$ cat config.mk
export PLATFORM = sky130hd
export DESIGN_NAME = fifo_rd_ctrl_flat
export DESIGN_NICKNAME = d
export VERILOG_FILES = /design/src/rtl/fifo_rd_ctrl_pkg.sv /design/src/rtl/fifo_rd_ctrl_if.sv /design/src/rtl/fifo_rd_ctrl_ptr_sync.sv /design/src/rtl/fifo_rd_ctrl.sv /design/src/flat_wrapper.sv
export SDC_FILE = /design/constraint.sdc
export NUM_CORES = 1
export LEC_CHECK = 0
export ABC_AREA = 1
export CORE_UTILIZATION = 35
export DETAILED_ROUTE_END_ITERATION = 8
export SYNTH_ARGS = -nofsm -noshare
export SYNTH_HDL_FRONTEND = slang
export SYNTH_HIERARCHICAL = 1
export SYNTH_SLANG_ARGS = --single-unit
$ cat constraint.sdc
create_clock -name R_CLK -period 3.79 [get_ports R_CLK]
set_input_delay 0.758 -clock R_CLK [delete_from_list [all_inputs] [get_ports R_CLK]]
set_output_delay 0.758 -clock R_CLK [all_outputs]
set_load 0.02 [all_outputs]
$ cat src/rtl/fifo_rd_ctrl_pkg.sv
// Shared constants and pointer helpers for the FIFO read-side controller.
package fifo_rd_ctrl_pkg;
  localparam int DEF_WIDTH   = 8;
  localparam int DEF_ADDRESS = 4;
  localparam int DEF_DEPTH   = 8;

  // Wide enough for any pointer width; callers truncate to their own width.
  function automatic logic [31:0] bin2gray(input logic [31:0] b);
    return b ^ (b >> 1);
  endfunction
endpackage

$ cat src/rtl/fifo_rd_ctrl_if.sv
// Read-side bus between the FIFO memory/consumer and the read controller.
interface fifo_rd_ctrl_if #(
  parameter int WIDTH   = fifo_rd_ctrl_pkg::DEF_WIDTH,
  parameter int ADDRESS = fifo_rd_ctrl_pkg::DEF_ADDRESS
);
  logic [ADDRESS-1:0] W_PTR_GRAY;
  logic [WIDTH-1:0]   MEM_RDATA;
  logic               R_READY;
  logic [ADDRESS-2:0] R_ADDR;
  logic [ADDRESS-1:0] R_PTR_GRAY;
  logic [WIDTH-1:0]   R_DATA;
  logic               R_VALID;
  logic               R_EMPTY;

  modport master (
    input  W_PTR_GRAY, MEM_RDATA, R_READY,
    output R_ADDR, R_PTR_GRAY, R_DATA, R_VALID, R_EMPTY
  );

  modport slave (
    output W_PTR_GRAY, MEM_RDATA, R_READY,
    input  R_ADDR, R_PTR_GRAY, R_DATA, R_VALID, R_EMPTY
  );
endinterface

$ cat src/rtl/fifo_rd_ctrl_ptr_sync.sv
// Multi-flop synchronizer carrying a Gray pointer into the local clock domain.
module ptr_sync #(
  parameter int BUS_WIDTH  = 4,
  parameter int NUM_STAGES = 2
) (
  input  logic                 clk,
  input  logic                 rst,
  input  logic [BUS_WIDTH-1:0] d,
  output logic [BUS_WIDTH-1:0] q
);
  logic [NUM_STAGES-1:0][BUS_WIDTH-1:0] stg;

  always_ff @(posedge clk) begin
    if (!rst) begin
      stg <= '0;
    end else begin
      stg[0] <= d;
      for (int i = 1; i < NUM_STAGES; i++) stg[i] <= stg[i-1];
    end
  end

  assign q = stg[NUM_STAGES-1];
endmodule

$ cat src/rtl/fifo_rd_ctrl.sv
// Read-side controller of an async FIFO: syncs the write pointer, fetches the
// head word from external memory into a registered valid/ready output stage.
module fifo_rd_ctrl
  import fifo_rd_ctrl_pkg::*;
#(
  parameter int WIDTH   = DEF_WIDTH,
  parameter int ADDRESS = DEF_ADDRESS,
  parameter int DEPTH   = DEF_DEPTH
) (
  input logic           R_CLK,
  input logic           R_RST,
  fifo_rd_ctrl_if.master bus
);
  if (DEPTH != 2 ** (ADDRESS - 1)) begin : g_bad_depth
    $error("DEPTH must equal 2**(ADDRESS-1)");
  end

  logic [ADDRESS-1:0] wq2;
  logic [ADDRESS-1:0] rbin, rbin_next, rgray;
  logic [WIDTH-1:0]   rdata;
  logic               rvalid, empty, fetch;

  ptr_sync #(.BUS_WIDTH(ADDRESS), .NUM_STAGES(2)) u_wsync (
    .clk (R_CLK),
    .rst (R_RST),
    .d   (bus.W_PTR_GRAY),
    .q   (wq2)
  );

  // Output stage refills when empty or when its word is taken this cycle.
  assign empty     = (rgray == wq2);
  assign fetch     = !empty && (!rvalid || bus.R_READY);
  assign rbin_next = fetch ? rbin + ADDRESS'(1) : rbin;

  always_ff @(posedge R_CLK) begin
    if (!R_RST) begin
      rbin   <= '0;
      rgray  <= '0;
      rdata  <= '0;
      rvalid <= 1'b0;
    end else begin
      rbin  <= rbin_next;
      rgray <= ADDRESS'(bin2gray(32'(rbin_next)));
      if (fetch) begin
        rdata  <= bus.MEM_RDATA;
        rvalid <= 1'b1;
      end else if (bus.R_READY) begin
        rvalid <= 1'b0;
      end
    end
  end

  assign bus.R_ADDR     = rbin[ADDRESS-2:0];
  assign bus.R_PTR_GRAY = rgray;
  assign bus.R_DATA     = rdata;
  assign bus.R_VALID    = rvalid;
  assign bus.R_EMPTY    = empty;
endmodule

$ cat src/flat_wrapper.sv
// flat-port wrapper written by rule: the top's interface ports become plain ports
module fifo_rd_ctrl_flat import fifo_rd_ctrl_pkg::*;
#(
  parameter int WIDTH   = DEF_WIDTH,
  parameter int ADDRESS = DEF_ADDRESS,
  parameter int DEPTH   = DEF_DEPTH
)
  (R_CLK, R_RST, bus_W_PTR_GRAY, bus_MEM_RDATA, bus_R_READY, bus_R_ADDR, bus_R_PTR_GRAY, bus_R_DATA, bus_R_VALID, bus_R_EMPTY);
  fifo_rd_ctrl_if #(.WIDTH(WIDTH), .ADDRESS(ADDRESS)) bus_i ();
  input logic R_CLK;
  input logic R_RST;
  input wire logic [$bits(bus_i.W_PTR_GRAY)-1:0] bus_W_PTR_GRAY;
  input wire logic [$bits(bus_i.MEM_RDATA)-1:0] bus_MEM_RDATA;
  input wire logic [$bits(bus_i.R_READY)-1:0] bus_R_READY;
  output wire logic [$bits(bus_i.R_ADDR)-1:0] bus_R_ADDR;
  output wire logic [$bits(bus_i.R_PTR_GRAY)-1:0] bus_R_PTR_GRAY;
  output wire logic [$bits(bus_i.R_DATA)-1:0] bus_R_DATA;
  output wire logic [$bits(bus_i.R_VALID)-1:0] bus_R_VALID;
  output wire logic [$bits(bus_i.R_EMPTY)-1:0] bus_R_EMPTY;
  assign bus_i.W_PTR_GRAY = bus_W_PTR_GRAY;
  assign bus_i.MEM_RDATA = bus_MEM_RDATA;
  assign bus_i.R_READY = bus_R_READY;
  assign bus_R_ADDR = bus_i.R_ADDR;
  assign bus_R_PTR_GRAY = bus_i.R_PTR_GRAY;
  assign bus_R_DATA = bus_i.R_DATA;
  assign bus_R_VALID = bus_i.R_VALID;
  assign bus_R_EMPTY = bus_i.R_EMPTY;
  fifo_rd_ctrl #(.WIDTH(WIDTH), .ADDRESS(ADDRESS), .DEPTH(DEPTH)) u_core (.R_CLK(R_CLK), .R_RST(R_RST), .bus(bus_i));
endmodule
# Word-level counts from Yosys, hierarchy flattened

Index checks and enable logic that the tools add are counted.

Register bits: 25
Bits of input ports: 15

Add/subtract/negate cells: 1
Equality and inequality tests: 1
Multiplexer cells: 3
Bitwise logic cells: 1
Reductions and logical operators: 5

Operators by type and width:

| kind                                                          | count |
|---|---|
| 4-bit by 1-bit adder with 4-bit output, second input constant | 1 |
| 4-bit == test                                                 | 1 |
| 4-bit two-way mux                                             | 1 |
| 4-bit by 3-bit bitwise XOR with 4-bit output                  | 1 |
| 1-bit logical NOT                                             | 2 |
| 1-bit two-way mux                                             | 2 |
| 2-bit nonzero test                                            | 1 |
| 1-bit logical AND                                             | 1 |
| 1-bit logical OR                                              | 1 |

# Depth between registers and ports, before layout

Gate-level depths: netlist (run 1).

Depth in word-level cells: 5
Mapped depth: 13
Gate-level depth less buffers: 11

# By module

The synthesis (run 1) kept the hierarchy.

Modules (own cells, without submodules):

| module       | instances | cells each | area an instance (sq um) |
|---|---|---|---|
| fifo_rd_ctrl | 1         | 115        | 765.7 |
| ptr_sync     | 1         | 29         | 255.2 |

# Least setup slack after synthesis (run 1)

No wires, ideal clock.

Path type: reg-to-output
Start: reg u_core/rbin[3] (netlist name)
End: out bus_R_EMPTY
Arrival time: 0.999 ns
Data required time: 3.032 ns
Path slack: 2.033 ns
Stages on the path, launching flop included: 7
Path buffers: 0
Path through: dfxtp_1 -> inv_2 -> nand2_1 -> nand2_1 -> nor2_2 -> nand2_4 -> inv_1

RTL lines:

| element   | line               | RTL |
|---|---|---|
| to (decl) | flat_wrapper.sv:19 | `output wire logic [$bits(bus_i.R_EMPTY)-1:0] bus_R_EMPTY;` |

==> qor.yml, run 1 <==
setup_path:
  slowest_delay_ns: 0.59
  crit_type: "register to output port"
  cp_cell_sequence: "inv_2 > nand2_1 > nand2_1 > nor2_2 > nand2_4 > inv_1 > clkdlybuf4s50_1"
  worstPathRequired_ns: 3.03
  rrSetupSlack_ns: 2.35
  crit_path_end_kind: "output port"
  crit_arrival_ns: 1.78
  cp_slowest_cell: "clkdlybuf4s50_1"
  cp_max_fo: 9
  cpMostUsedCell: "nand2_1"
  cp-start-kind: "register"
floorplan:
  die_h_um: 56.0
  fp.dieW_um: 56.0
  io_pins: 32
  initial_utilization_pct: 37.0
  dieArea_mm2: 0.00314
  core-area_mm2: 0.00276
  rows: 19
clock_network:
  htreeDepth: 1
  clk_pin_slew_ns: 0.13
  numClockSinks: 24
  postCtsSetupBuffers: 0
  cts_root_buf: "clkbuf_4"
  clockBufferDepth: 2
  clk_latency_ns: 0.31
  numCtsBuffers: 3
  cts_tree: "done"
  hold_buffers: 0
  post_cts_resized: 0
logic_synthesis:
  yosys.area.top_type: "dfxtp_1"
  synthTopCellsByArea: "dfxtp_1 (47%), nand2_1 (13%), nor2_1 (9.9%)"
  synth_area_per_cell_um2: 7.09
  synth-seq-area-share_pct: 47.1
  synth_cell_types: 18
  synth.net_count: 160
  syn-cell-area_mm2: 0.00102
  synth_cells: 144
  yosys_register_bits: 24
  synthDominantCellAreaShare_pct: 47.1
  synth_warnings: 6
sta:
  finalSetupTns_ns: 0
  fin_ws_ns: 1.25
  drv_slew: 0
  worst_pin_slew_ns: 0.646
  hold_slack_ns: 0.426
  hold_viol: 0
  finalSetupViolCount: 0
  slew_headroom_pct: 56.8
  min_period_ns: 2.54
  finClkSkew_ns: 0.00227
  min_period_over_period_pct: 67.0
  rsz0062_at_grt: "false"
  maxClockFrequency_mhz: 394
final_layout:
  area_delta_synth_final_pct: 34.4
  diodes: 0
  drive_gt1_share_pct: 6.40
  nets: 189
route:
  antenna_left: 0
  drtIter0Drc: 17
  drc: 0
  first_pass_iters: 4
  avgViaCountPerCell: 4.42
  num_vias: 897
  routedWlPerCell_um: 9.31
  finalWirelength_um: 1890
run_status:
  outcome: "completed"
flow_run:
  max_cap_violations: 0
placed_design:
  numPortBuffers: 31
  gp_congestion: 0.749
  dp_hpwl_um: 1450
  place_worst_setup_slack_ns: 1.59
worst_hold_path:
  hp-class: "register to register"
global_route:
  grtUsageTotal_pct: 12.9
  gr-total-overflow: 0
  grt_max_degree: 22
  grt_pass1_wl_um: 3180
  grt_pass1_vias: 796
  antenna_found_initial: 0
pwr:
  power_uw: 940
  p_leak_uw: 0.000672
  power_density_mw_per_mm2: 685
  ir_drop_mv: 0.383
## cells in the final DEF (no fill, tap or decap), types with 2 or more instances in the layout
cell             netlist  final
nand2_2                2      2
nor2_1                27     27
dfxtp_1               24     24
clkbuf_4               0      3
inv_1                 25     25
nor2_2                 2      2
clkdlybuf4s50_1        0     31
nand2_4                2      2
o21ai_0                9      9
xor2_1                 2      2
nand2_1               35     35
nand3_1                5      5
## flip-flops by register name (all words and copies together) (netlist names)
signal                 count
u_core/bus.R_PTR_GRAY      3
u_core/bus.R_VALID         1
u_core/u_wsync/stg         4
u_core/u_wsync/q           4
u_core/rbin                4
u_core/bus.R_DATA          8
## per-stage QoR
step | instances | area (um2) | utilization, %
2_1_floorplan | 144 | 1020 | -
3_3_place_gp | 199 | 1320 | 47.9
3_5_place_dp | 199 | 1320 | 47.9
4_1_cts | 203 | 1370 | 49.8
5_1_grt | 203 | 1370 | 49.8
6_report | 203 | 1370 | 49.8
## synth_stat cells (all sizes together)
| cell type | number |
|---|---|
| clkbuf | 1 |
| nand2 | 39 |
| o21ai | 9 |
| nor2 | 29 |
| dfxtp | 24 |
| nand3 | 5 |
| xor2 | 2 |
| buf | 6 |
| a21oi | 1 |
| nand3b | 1 |
| ha | 1 |
| inv | 26 |
## layout make-up
class,instances,area [um2]
timing repair buffer,31,310
clock buffer,3,22.5
clock inverter,1,30.0
inverter,26,97.6
sequential,24,480
multi-input combinational,87,393
tap,31,38.8
fill,298,1390
## critical path, delay by kind of cell, from the launching register on
family / cells / cell delay [ns]
flip-flops: 1 / 0.42
buffers and inverters: 3 / 0.72
AND/OR/NAND/NOR: 4 / 0.34
## cell families (layout without fill, tap and decap cells)
group | count (synthesis) | count (layout) | synth area share [%]
adders and majority gates | 1 | 1 | 1.23
AOI/OAI and AO/OA | 10 | 10 | 4.90
buffers and inverters | 33 | 61 | 14.5
and+or+nand+nor | 74 | 74 | 30.6
DFF | 24 | 24 | 47.1
xor gates and xnor gates | 2 | 2 | 1.72
## layer usage
layer  vias to the layer above  wire [um]  track usage [%]
li1                        475          -                -
met1                       397        767             14.4
met2                        23        961             22.1
met3                         2        140             3.95
met4                         0         19             6.27
met5                         -          0                0
## where the power goes
part	internal, uW	switching, uW	leakage [uW]	total, uW
clock network	107	75.7	0.0000279	183
logic	176	237	0.000445	413
registers	309	35.7	0.000199	344
## worst paths after layout
| path | end | cells past startpoint | start |
|---|---|---|---|
| worst min-delay path | u_core/u_wsync/q[3] | 2 | u_core/u_wsync/stg[3] |
| worst min register to register | u_core/u_wsync/q[3] | 2 | u_core/u_wsync/stg[3] |
| worst max register to register | u_core/bus.R_PTR_GRAY[0] | 11 | u_core/rbin[3] |
| worst max-delay path | bus_R_EMPTY | 7 | u_core/rbin[3] |
Note: power is estimated with default switching activity, not from simulation.
==> run 2, diff against run 1 <==
--- a/config.mk
+++ b/config.mk
@@ -8,6 +8,7 @@
 export ABC_AREA = 1
 export CORE_UTILIZATION = 35
 export DETAILED_ROUTE_END_ITERATION = 8
+export PLACE_DENSITY = 0.65
 export SYNTH_ARGS = -nofsm -noshare
 export SYNTH_HDL_FRONTEND = slang
 export SYNTH_HIERARCHICAL = 1
==> constraint.sdc (replaced) <==
create_clock -name R_CLK -period 2.3 [get_ports R_CLK]
set_input_delay 0.46 -clock R_CLK [delete_from_list [all_inputs] [get_ports R_CLK]]
set_output_delay 0.46 -clock R_CLK [all_outputs]
set_load 0.02 [all_outputs]
==> run 2 against run 1 <==
Compared with the run above:
- count of clock-buffer cells in the layout up 1
- critical path depth down 6
- power up 56%
- hold slack worse by 0.0017 ns
- combinational power up 65%
- final cell count up 0.49%
- core utilization down 0.23 points
- via count up 2.3%
- first-iteration DRC count up 29%
==> qor.yml, run 2 (same netlist as run 1, synthesis figures left out) <==
worst_hold_path:
  hold_path_end: "u_core/u_wsync/q[3]"
  hold_path_depth: 2
  hp-class: "register to register"
  min-delay-start: "u_core/u_wsync/stg[3]"
setup_path:
  cp_max_fo: 6
  r2r_cells: 11
  rrSetupSlack_ns: 0.87
  reg2reg_to: "u_core/bus.R_PTR_GRAY[0]"
  cp_top_family: "buffers and inverters"
  cp_cell_sequence: "clkdlybuf4s50_1"
  crit_type: "register to output port"
  slowest_delay_ns: 0.65
  crit_path_end_kind: "output port"
  cp_num_buf_inv: 1
  worstPathRequired_ns: 1.84
  cp_slowest_cell: "clkdlybuf4s50_1"
  reg2reg_from: "u_core/rbin[3]"
  crit_arrival_ns: 1.43
  cp-start-kind: "register"
clock_network:
  clk_latency_ns: 0.31
  numClockSinks: 24
  postCtsSetupBuffers: 0
  hold_buffers: 0
  cts_tree: "done"
  cts_root_buf: "clkbuf_4"
  clockBufferDepth: 2
  htreeDepth: 1
  post_cts_resized: 0
  clk_pin_slew_ns: 0.13
  numCtsBuffers: 3
sta:
  min_period_ns: 1.89
  maxClockFrequency_mhz: 530
  fin_ws_ns: 0.414
  hold_viol: 0
  finClkSkew_ns: 0.0123
  finalSetupTns_ns: 0
  slew_headroom_pct: 84.3
  finalSetupViolCount: 0
  drv_slew: 0
  min_period_over_period_pct: 82.0
  rsz0062_at_grt: "false"
  worst_pin_slew_ns: 0.236
global_route:
  grt_max_degree: 22
  grt_pass1_wl_um: 3330
  grt_pass1_vias: 824
  grtUsageTotal_pct: 13.5
  antenna_found_initial: 0
  gr-total-overflow: 0
floorplan:
  io_pins: 32
  dieArea_mm2: 0.00314
  initial_utilization_pct: 37.0
  die_h_um: 56.0
  fp.dieW_um: 56.0
  rows: 19
  core-area_mm2: 0.00276
placed_design:
  numPortBuffers: 31
  place_worst_setup_slack_ns: 0.415
  dp_hpwl_um: 1430
  dp.cells: 200
  gp_congestion: 0.789
final_layout:
  seqCellArea_um2: 480
  fin_cells: 204
  nets: 190
  multi_input_area_um2: 393
  fin_util_pct: 49.5
  largest_reg_flops: 8
  layout_commonest_cell: "nand2_1"
  final_cell_mix: "nand2_1 (35), clkdlybuf4s50_1 (30), nor2_1 (27), inv_1 (25), dfxtp_1 (24)"
  area_delta_synth_final_pct: 33.8
  drive_gt1_share_pct: 6.94
  diodes: 0
  fillers: 275
pwr:
  sw_frac_of_total_pct: 38.9
  p_switching_uw: 570
  seq_power_share_pct: 39.0
  power_uw: 1470
  combPwrFrac_pct: 46.5
  p_leak_uw: 0.000681
  p_int_uw: 895
  power_density_mw_per_mm2: 1070
  clock_power_share_pct: 14.5
  ir_drop_mv: 0.665
route:
  num_vias: 918
  drtIter0Drc: 22
  wl_met1_um: 774
  drc: 0
  first_pass_iters: 4
  routedWlPerCell_um: 9.29
  avgViaCountPerCell: 4.50
  highest_layer: "met4"
  finalWirelength_um: 1900
  wl_met3_um: 131
  wl_met2_um: 972
  antenna_left: 0
flow_run:
  max_cap_violations: 0
run_status:
  outcome: "completed"
run 2: cell types whose count changed in the layout (fill, tap and decap cells not counted):
cell,delta
clkbuf_8,+1
clkdlybuf4s50_1,-1
dlymetal6s2s_1,+1
buf_4,+1
bufinv_16,-1
run 2: stage by stage:
stage	hold WS, ns	instance area (um2)
after floorplan	0.390	1020
after detailed placement	0.396	1330
after global placement	0.394	1330
after CTS	0.424	1360
after global routing	0.445	1370
final	0.424	1370
run 2: power groups by stage:
stage                     logic, uW  clock network, uW  registers (uW)
after floorplan                 336                  0             677
after global routing            763                244             583
after global placement          675                  0             575
final                           682                212             571
after detailed placement        685                  0             581
after CTS                       690                222             572
run 2: how the worst max path moves through the flow:
stage / start / endpoint / slack (ns) / cells past startpoint
2_1_floorplan: u_core/rbin[3] / bus_R_EMPTY / 0.84 / 6
3_3_place_gp: u_core/bus.R_PTR_GRAY[1] / bus_R_EMPTY / 0.47 / 7
3_5_place_dp: u_core/rbin[3] / bus_R_EMPTY / 0.41 / 7
4_1_cts: u_core/rbin[3] / bus_R_EMPTY / 0.05 / 7
5_1_grt: u_core/bus.R_PTR_GRAY[2] / bus_R_EMPTY / 0.35 / 7
6_report: u_core/rbin[2] / bus_R_ADDR[2] / 0.41 / 1
run 2: area by class of cell:
| cell class | instances | share of cell area (%) |
|---|---|---|
| Timing Repair Buffer | 32 | 23.4 |
| Clock buffer | 4 | 2.66 |
| Sequential cell | 24 | 35.2 |
| Multi-Input combinational cell | 87 | 28.8 |
| Tap cell | 31 | 2.84 |
| Inverter | 26 | 7.14 |
run 2: per-layer routing:
layer	vias up	track usage [%]
met4	0	7.32
met1	412	15.2
met5	-	0
li1	475	-
met3	2	3.95
met2	29	23.0
